<file path="src/rtl/prio_enc_seg_scan.sv">
// Priority encoder with registered index/valid and a scanned common-anode hex display.
// Define PRIO_ENC_SEG_SYNC_EN to put 2-flop synchronisers on i_code and i_en.
module prio_enc_seg_scan #(
  parameter int N_IN     = 16,
  parameter int DIGITS   = 2,
  parameter int SCAN_DIV = 1000,
  localparam int CODE_W  = (N_IN > 1) ? $clog2(N_IN) : 1
) (
  input  logic              i_clk,
  input  logic              i_rst_n,
  input  logic              i_en,
  input  logic [N_IN-1:0]   i_code,
  output logic [CODE_W-1:0] o_code,
  output logic              o_valid,
  output logic [7:0]        o_seg,
  output logic [DIGITS-1:0] o_dig_sel
);

  localparam int IDX_W  = (DIGITS > 1) ? $clog2(DIGITS) : 1;
  localparam int DIV_W  = (SCAN_DIV > 1) ? $clog2(SCAN_DIV) : 1;
  localparam int DISP_W = 4 * DIGITS;
  localparam int EXT_W  = (CODE_W > DISP_W) ? CODE_W : DISP_W;

  localparam logic [7:0] SEG_BLANK = 8'hFF;
  localparam logic [7:0] SEG_DASH  = 8'hFD;

  logic [N_IN-1:0]   enc_code;
  logic              enc_en;
  logic [CODE_W-1:0] enc_idx;
  logic              enc_any;

  logic [DIV_W-1:0]  div_cnt;
  logic [IDX_W-1:0]  dig_idx;
  logic              div_wrap;
  logic              idx_wrap;

  logic [EXT_W-1:0]  code_ext;
  logic [3:0]        cur_nibble;
  logic [7:0]        next_seg;

  // Input stage
`ifdef PRIO_ENC_SEG_SYNC_EN
  logic [N_IN-1:0] code_s1, code_s2;
  logic            en_s1, en_s2;

  always_ff @(posedge i_clk or negedge i_rst_n) begin
    if (!i_rst_n) begin
      code_s1 <= '0;
      code_s2 <= '0;
      en_s1   <= 1'b0;
      en_s2   <= 1'b0;
    end else begin
      code_s1 <= i_code;
      code_s2 <= code_s1;
      en_s1   <= i_en;
      en_s2   <= en_s1;
    end
  end

  assign enc_code = code_s2;
  assign enc_en   = en_s2;
`else
  assign enc_code = i_code;
  assign enc_en   = i_en;
`endif

  // Ascending scan so the highest set bit is the last one written.
  always_comb begin
    enc_idx = '0;
    enc_any = 1'b0;
    for (int i = 0; i < N_IN; i++) begin
      if (enc_code[i]) begin
        enc_idx = CODE_W'(i);
        enc_any = 1'b1;
      end
    end
  end

  always_ff @(posedge i_clk or negedge i_rst_n) begin
    if (!i_rst_n) begin
      o_code  <= '0;
      o_valid <= 1'b0;
    end else begin
      o_code  <= (enc_en && enc_any) ? enc_idx : '0;
      o_valid <= enc_en && enc_any;
    end
  end

  // Digit scanner: each digit holds for SCAN_DIV cycles.
  assign div_wrap = (div_cnt == DIV_W'(SCAN_DIV - 1));
  assign idx_wrap = (dig_idx == IDX_W'(DIGITS - 1));

  always_ff @(posedge i_clk or negedge i_rst_n) begin
    if (!i_rst_n) begin
      div_cnt <= '0;
      dig_idx <= '0;
    end else if (div_wrap) begin
      div_cnt <= '0;
      dig_idx <= idx_wrap ? '0 : dig_idx + IDX_W'(1);
    end else begin
      div_cnt <= div_cnt + DIV_W'(1);
    end
  end

  function automatic logic [7:0] hex_font(input logic [3:0] nib);
    logic [7:0] seg;
    case (nib)
      4'h0: seg = 8'h03;
      4'h1: seg = 8'h9F;
      4'h2: seg = 8'h25;
      4'h3: seg = 8'h0D;
      4'h4: seg = 8'h99;
      4'h5: seg = 8'h49;
      4'h6: seg = 8'h41;
      4'h7: seg = 8'h1F;
      4'h8: seg = 8'h01;
      4'h9: seg = 8'h09;
      4'hA: seg = 8'h11;
      4'hB: seg = 8'hC1;
      4'hC: seg = 8'h63;
      4'hD: seg = 8'h85;
      4'hE: seg = 8'h61;
      default: seg = 8'h71;
    endcase
    return seg;
  endfunction

  // Zero-extend so digits above the code width render as '0'.
  assign code_ext   = EXT_W'(o_code);
  assign cur_nibble = code_ext[{dig_idx, 2'b00} +: 4];

  always_comb begin
    next_seg = SEG_DASH;
    if (o_valid) begin
      next_seg = hex_font(cur_nibble);
    end
  end

  // Segments and select share one register stage and one dig_idx, so they never disagree.
  always_ff @(posedge i_clk or negedge i_rst_n) begin
    if (!i_rst_n) begin
      o_seg     <= SEG_BLANK;
      o_dig_sel <= '1;
    end else begin
      o_seg     <= next_seg;
      o_dig_sel <= ~(DIGITS'(1) << dig_idx);
    end
  end

endmodule
</file>
<file path="config.mk">
export PLATFORM = sky130hd
export DESIGN_NAME = prio_enc_seg_scan
export DESIGN_NICKNAME = d
export VERILOG_FILES = /design/src/rtl/prio_enc_seg_scan.sv
export SDC_FILE = /design/constraint.sdc
export NUM_CORES = 1
export LEC_CHECK = 0
export CAP_MARGIN = 20
export CORE_MARGIN = 3
export CORE_UTILIZATION = 41
export CTS_CLUSTER_DIAMETER = 100
export DETAILED_ROUTE_END_ITERATION = 10
export PLACE_DENSITY = 0.67
export SLEW_MARGIN = 20
export SYNTH_ARGS = -nofsm -noshare
export SYNTH_HDL_FRONTEND = slang
export SYNTH_SLANG_ARGS = --single-unit
</file>
<file path="constraint.sdc">
create_clock -name i_clk -period 2.9 [get_ports i_clk]
set_input_delay 0.435 -clock i_clk [delete_from_list [all_inputs] [get_ports i_clk]]
set_output_delay 0.435 -clock i_clk [all_outputs]
set_load 0.1 [all_outputs]
</file>
Yosys cells after proc, flatten, opt, wreduce, memory -nomap -nowiden
Memories as Yosys holds them, arrays and structs flattened.
Index checks and enable logic that the tools add are counted.
{ "totals": {"input_bits": 19, "mem_bits_ro": 112, "elab_cells": 49, "memories": 1, "output_inout_bits": 15, "ff_bits": 26} }
{ "memory_table": {"columns": ["memory", "depth", "word_bits", "rd", "rd_clocked_by_memory_dff", "write_ports", "line", "rtl"], "rows": [
  ["(name not given)", 16, 7, 1, 0, 0, "107", "case (nib)"]
]} }
{ "classes": {"n_shift": 2, "bitwise_logic": 1, "n_eq_ne": 1, "reduce_logical": 1, "mux": 35, "add_sub_neg": 2} }
{ "ops": {"columns": ["operator", "count"], "rows": [
  ["4-bit two-way mux", 13],
  ["1-bit two-way mux", 18],
  ["10-bit by 1-bit adder with 10-bit output, second input constant", 1],
  ["10-bit equality test, second input constant", 1],
  ["10-bit two-way mux", 1],
  ["8-bit two-way mux", 1],
  ["8-bit by 4-bit indexed part select with 4-bit output", 1],
  ["2-bit two-way mux", 2],
  ["2-bit NOT", 1],
  ["1-bit by 1-bit << shifter with 2-bit output, first input constant", 1],
  ["1-bit adder, second input constant", 1],
  ["1-bit logical AND", 1]
]} }

Longest topological paths before layout
Gate-level depths: netlist of run 1.
{ "logic_depth": {"ltp_word": 18, "ltp_mapped": 9, "mapped_depth_nobuf": 8} }

Least setup slack after synthesis of run 1
OpenSTA, ideal clock, no wires.
{ "synth_timing": {"path_kind": "register to register", "startpoint": "register o_code[0]", "endpoint": "register o_seg[6]", "n_path_buf": 0, "synth_period_minus_slack_ps": 2132, "required_ps": 2771, "setup_ps": 129, "t_arrival_ps": 2003, "path_stages_with_launch": 7, "setup_slack_ps": 768, "cell_sequence": "dfrtp_1 nand2_1 ha_1 o21ai_0 a21oi_1 a31oi_1 o21ai_0"} }
{ "synth_between": {"elab_chain_cells": 3} }
{ "synth_lines": {"columns": ["item", "line", "rtl"], "rows": [
  ["start: declaration", "13", "output logic [CODE_W-1:0] o_code,"],
  ["start signal: assignment", "84", "o_code <= (enc_en && enc_any) ? enc_idx : '0;"],
  ["8-bit by 4-bit indexed part select with 4-bit output", "130", "assign cur_nibble = code_ext[{dig_idx, 2'b00} +: 4];"],
  ["memory read 16 x 7 bit", null, null],
  ["8-bit two-way mux", "134", "if (o_valid) begin"],
  ["via next_seg[6]", "39", "logic [7:0] next_seg;"],
  ["end signal: assignment", "145", "o_seg <= next_seg;"],
  ["end: declaration", "15", "output logic [7:0] o_seg,"]
]} }
The timed path passes the listed nets, and every way through them passes these cells.
A chain may end at the register's enable or synchronous reset.

Worst setup path after layout of run 1
{ "layout_timing": {"startpoint": "register dig_idx", "endpoint": "register o_seg[7]"} }
{ "layout_between": {"elab_chain_cells": 3} }
{ "layout_lines": {"columns": ["item", "line", "rtl"], "rows": [
  ["start: declaration", "33", "logic [IDX_W-1:0] dig_idx;"],
  ["start signal: assignment", "99", "dig_idx <= idx_wrap ? '0 : dig_idx + IDX_W'(1);"],
  ["8-bit by 4-bit indexed part select with 4-bit output", "130", null],
  ["memory read 16 x 7 bit", null, null],
  ["8-bit two-way mux", "134", null],
  ["via next_seg[7]", "39", null]
]} }
The timed path passes the listed nets, and every way through them passes these cells.

==> results.md, run 1 <==
* Outcome: complete, no violations
* CP max FO at 11
* Root buf cell: clkbuf_4
* Leak at slightly above 0.7 nW
* Vias in the first global route at 1071
* Drt pass-1 iters at 4
* DRT iter0 DRCs at 31
* Starting density of the core at 43.6%
* Final max-slew violation count at 0
* Hold Path Class: reg -> reg
* Vias per cell at between 5 and 6
* Worst setup EP type: flop
* Gate Count Post-Synth at 140
* Final min period at 2.03 ns
* Max_slew headroom at between 50% and 60%
* Worst Reg2Reg Path Length in Cells at 7
* Reg2reg setup slack at 0.87 ns
* Fmax at ~490 MHz
* M2 GR Usage at between 20% and 30%
* IO Pins at 34
* Worst hold stages at 1
* Core Area at 0.00310 sq mm
* Die W at 63.4 um
* Drt wl/cell at about 12 um
* Post-CTS Hold Buffers at 0
* Post-synth EDFFs at 0
* Total number of vias at 1110
* Clk_lat worst skew at about 0.3 ns
* CTS H-Tree Depth at 1
* Final core utilization at a little over half
* Post-Syn Area per Cell at between 9 and 10 sq um
* Worst R2R End: o_seg[7]
* Crit path kind: reg -> reg
* First-pass GRT wire length at around 4500 um
* Max Cap Viol at 0
* Setup TNS Final at 0 ns
* Largest net degree at the start of global routing at 18
* CTS resizes at 0
* Nets@finish at approximately 200
* Clock transition at path regs at around 0.12 ns
* Max VDD drop at roughly 0.00015 V
* DRT antenna net count at 0
* Skew final at roughly 0.00095 ns
* RR Startpoint: dig_idx
* Synth Flop Type: dfrtp_1
* Die footprint at ~0.0040 sq mm
* GR Layer Usage met3 at roughly 2.5%
* CTS tree: done
* GRT Residual Overflow at 0
* GRT Util Overall at 13.8%
* Post-Syn Area at ~0.0014 sq mm
* Clock Path Buffers at 2
* Diodes inserted at 0
* # clock sinks at 25
* Sequential share of the synthesized area at a little under half
* Part of the cycle the worst path needs at between 60% and 70%
* Dpl hpwl at about 2100 um
* Asr flop ratio synth at 100%
* Antenna violations before repair at 0
* Worst slew pin tran at about 0.74 ns
* Setup bufs post-CTS at 0
* Final hold vios at 0
* Pwr/cell area at 429 mW/mm^2
* Unrepaired setup endpoints after global routing: no
* Placer Congestion at about 0.78
* WL final at around 2600 um
* Mapped Nets at 166
* Global routing's busiest layer: met2
* PortBufs at 32
* Critical path arrival at 2.26 ns
* Hold Crit Start: div_cnt[0]
* Synthesized flop and latch total at 25
* Grt met1 use at 16.2%
* Syn. warnings at 0
* Num CTS Buffers at 3
* Die Y at 63.4 um
* WP data required at between 3 and 4 ns
* Std-Cell Rows at 20
* Hold Path Sink: div_cnt[0]
* Layout cell share with drive strength beyond 1 at roughly 17%
* Synth-to-Final Area Change at 25.1%
* DR DRC count at 0
* Netlist cell types at 37
* Setup violations, final at 0
* Critical Path Start Type: flop
==> per-stage QoR <==
stage          hold slack, ns  instance area (sq um)  total power [W]  std cells  setup WS, ns
3_5_place_dp            0.464                   1670         0.000590        211         0.902
4_1_cts                 0.482                   1690         0.000737        215         0.880
5_1_grt                 0.501                   1690         0.000766        215         0.640
3_3_place_gp            0.449                   1670         0.000589        211         0.885
2_1_floorplan           0.139                   1350         0.000526        140         0.768
6_report                0.475                   1690         0.000726        215         0.873
==> cell usage after synthesis, drive strengths merged (3+ instances only) <==
cell | number | area share, %
buf | 6 | 2.6
dfrtp | 16 | 30
nor2 | 17 | 4.9
a21oi | 7 | 2.6
nand2 | 8 | 2.2
a31oi | 4 | 1.8
o21ai | 8 | 3.0
xor2 | 4 | 2.6
ha | 7 | 6.5
nor2b | 5 | 2.3
mux2i | 3 | 2.2
a311oi | 3 | 1.9
nand3 | 4 | 1.8
dfstp | 9 | 17
nor3 | 3 | 1.1
inv | 8 | 2.2
xnor2 | 4 | 2.6
nor4 | 5 | 2.3
==> state kept, by name, indices dropped and copies added, names as in the netlist <==
register   flops
o_code         4
o_valid        1
o_dig_sel      2
o_seg          7
dig_idx        1
div_cnt       10
==> critical path: stages, from the launching register on <==
cell and delay, ns:
dfrtp_1 0.53, clkinv_1 0.29, nand2_1 0.23, inv_1 0.09, ha_1 0.28, nor2b_1 0.16, a311oi_1 0.26, o21ai_0 0.13
==> power by group <==
part,switching (W),total [W],internal (W),leakage [nW]
Combinational,0.000144,0.000204,0.0000601,0.402
Sequential,0.0000120,0.000379,0.000367,0.293
Clock,0.0000903,0.000144,0.0000535,0.0150
==> how the worst max path moves through the flow <==
stage,slack [ns],to,cells after the start,from
finish,0.87,o_seg[7],7,dig_idx
global route,0.64,o_seg[7],7,dig_idx
CTS,0.88,o_seg[7],7,dig_idx
detailed placement,0.90,o_seg[7],7,dig_idx
global placement,0.88,o_code[0],5,i_code[12]
floorplan,0.77,o_seg[6],6,o_code[0]
==> kinds of logic after synthesis <==
family	synth area share, %
other cells	0.277
xor+xnor	5.18
compound gates	15.8
buf+inv	5.09
flops	47.1
simple gates	17.9
mux	2.22
fa+ha+maj	6.48
==> cell type report <==
cell class              instances  area, sq um
fillers                       289         1410
inverters                       9         33.8
repair buffers                 33          293
multi-input cells             100          647
flip-flops and latches         25          637
clock buffers                   4         26.3
well taps                      44         55.1
==> cells in the final DEF (no fill, tap or decap), types with 2 or more instances in the layout <==
cell,instances
a21boi_0,2
a21oi_1,7
a311oi_1,3
a31oi_1,4
and2_1,2
buf_4,15
clkbuf_4,3
clkdlybuf4s50_1,18
dfrtp_1,16
dfstp_2,9
ha_1,7
inv_1,8
mux2i_1,3
nand2_1,8
nand3_1,3
nor2_1,16
nor2b_1,5
nor3_1,3
nor4_1,5
o21ai_0,8
o31ai_1,2
xnor2_1,4
xor2_1,4
==> metal layers <==
metal / vias up / share of wire, %
met5: - / 0
met4: 0 / 1.2
met3: 2 / 6.0
met2: 48 / 48
met1: 508 / 45
li1: 552 / -
Power figures use the tool's default switching activity.
==> run 2: changes to the inputs <==
==> constraint.sdc (replaced) <==
create_clock -name i_clk -period 1.89 [get_ports i_clk]
set_input_delay 0.2835 -clock i_clk [delete_from_list [all_inputs] [get_ports i_clk]]
set_output_delay 0.2835 -clock i_clk [all_outputs]
set_load 0.1 [all_outputs]
==> run 2 against run 1 <==
  * First-iteration DRC count is 3.2% higher
  * Clock power increased by 63%
  * Die area is the same
  * Largest cell class unchanged
  * Highest routed layer unchanged
==> results.md, run 2 (synthesis gave the netlist of run 1 again) <==
* Nets@finish at 200
* CTS tree: done
* Clk_lat worst skew at 0.32 ns
* Drt pass-1 iters at 4
* Clock transition at path regs at between 0.1 and 0.15 ns
* Starting density of the core at between 40% and 50%
* GRT Residual Overflow at 0
* Unrepaired setup endpoints after global routing: no
* IO Pins at 34
* Gate power share at approximately 30%
* Post-CTS Hold Buffers at 0
* Hold Path Class: in -> async
* Power Internal at ~0.00078 W
* Clock share of power at about a fifth
* Max FFs per register at 10
* CTS resizes at 0
* Worst R2R End: o_seg[7]
* Critical path arrival at 1.93 ns
* Worst setup EP type: flop
* RR Startpoint: dig_idx
* Leak at ~0.77 nW
* Antenna violations before repair at 0
* Vias per cell at 5.33
* Max Cap Viol at 0
* Setup violations, final at 0
* CTS H-Tree Depth at 1
* PortBufs at 32
* Num CTS Buffers at 3
* Layout cell share with drive strength beyond 1 at 19.7%
* Die Y at ~63 um
* Final Worst Setup Slack at about 0.20 ns
* Max_slew headroom at around three fifths
* DP Worst Slack at ~0.15 ns
* Final min period at 1.69 ns
* Crit path kind: reg -> reg
* Fmax at about 590 MHz
* Core Area at just over 0.003 sq mm
* Die W at roughly 63 um
* Clock Path Buffers at 2
* Dpl hpwl at 2150 um
* Total number of vias at 1157
* Root buf cell: clkbuf_4
* Most flops, register: div_cnt
* Diodes inserted at 0
* Filler cell count at around 290
* WP data required at about 2.1 ns
* CP max FO at 7
* Vias in the first global route at roughly 1200
* DR DRC count at 0
* Sequential Power Share at 50.1%
* Worst slew pin tran at between 0.5 and 0.6 ns
* Setup bufs post-CTS at 0
* Switching share of power at between 30% and 40%
* First-pass GRT wire length at 4840 um
* Switching Power at between 0.0004 and 0.0005 W
* Worst Reg2Reg Path Length in Cells at 7
* Outcome: complete, no violations
* Critical Path Start Type: flop
* Die footprint at 0.00402 sq mm
* Skew final at ~0.010 ns
* Setup TNS Final at 0 ns
* Std-Cell Rows at 20
* Placer Congestion at around 0.79
* Drt wl/cell at roughly 12 um
* Pwr/cell area at 635 mW/mm^2
* Most common cell after layout, fill and taps aside: clkdlybuf4s50_1
* Part of the cycle the worst path needs at between 80% and 90%
* Synth-to-Final Area Change at 37.7%
* Most frequent cells in the layout: clkdlybuf4s50_1 (18), nor2_1 (16), dfrtp_1 (14), buf_12 (12), dfstp_2 (9)
* Final hold vios at 0
* GRT Util Overall at 14.9%
* WL final at approximately 2700 um
* # clock sinks at 25
* Max VDD drop at between 0.0002 and 0.0003 V
* DRT antenna net count at 0
* Largest net degree at the start of global routing at 26
* Reg2reg setup slack at 0.20 ns
* Final max-slew violation count at 0
* Top Registers: div_cnt (10), o_seg (7), o_code (4)
* DRT iter0 DRCs at 32
[run 2: cell types whose count changed in the layout (fill, tap and decap cells not counted)]
cell / before / now
buf_12: 0 / 12
buf_4: 15 / 5
dfrtp_1: 16 / 14
dfrtp_2: 0 / 2
nand2_1: 8 / 7
nand2_2: 0 / 1
[run 2: layout make-up]
class                   count  area [sq um]  area share (%)
well taps                  44          55.1            2.96
inverters                   9          33.8            1.81
multi-input cells         100           649            34.9
flip-flops and latches     25           639            34.3
clock buffers               4          26.3            1.41
repair buffers             35           458            24.6
[run 2: worst max-delay path by stage]
| stage | slack, ns | endpoint | startpoint |
|---|---|---|---|
| after detailed placement | 0.15 | o_code[0] | i_code[8] |
| after CTS | 0.14 | o_seg[7] | dig_idx |
| after global placement | 0.19 | o_code[1] | i_code[8] |
| after floorplan | 0.05 | o_seg[5] | o_code[3] |
| after global routing | 0.03 | o_seg[7] | dig_idx |
| final | 0.20 | o_seg[7] | dig_idx |
[run 2: critical path: stages, from the launching register on]
cell	delay, ns
dfrtp_1	0.37
clkinv_1	0.18
nand2_2	0.17
inv_1	0.08
ha_1	0.28
nor2b_1	0.16
a311oi_1	0.25
o21ai_0	0.12
[run 2: through the flow]
stage	power, W	area [sq um]	utilization, %	hold WS, ns	cells
5_1_grt	0.00124	1860	60.0	0.308	217
4_1_cts	0.00119	1860	59.9	0.293	217
3_5_place_dp	0.000957	1830	59.1	0.456	213
6_report	0.00118	1860	60.0	0.287	217
2_1_floorplan	0.000808	1360	-	-0.0121	140
3_3_place_gp	0.000951	1830	59.1	0.443	213
[run 2: power by group through the flow]
stage / combinational [W] / sequential (W) / clock [W]
4_1_cts: 0.000356 / 0.000592 / 0.000245
2_1_floorplan: 0.0000804 / 0.000727 / 0
3_3_place_gp: 0.000350 / 0.000601 / 0
5_1_grt: 0.000373 / 0.000597 / 0.000266
3_5_place_dp: 0.000355 / 0.000602 / 0
6_report: 0.000355 / 0.000592 / 0.000235
[run 2: metal layers]
layer  global-route usage [%]  vias to the layer above  wire [um]
li1                         -                      563          -
met1                     15.9                      543       1100
met2                     29.2                       44       1380
met3                     1.25                        7        139
met4                     6.47                        0         59
met5                        0                        -          0
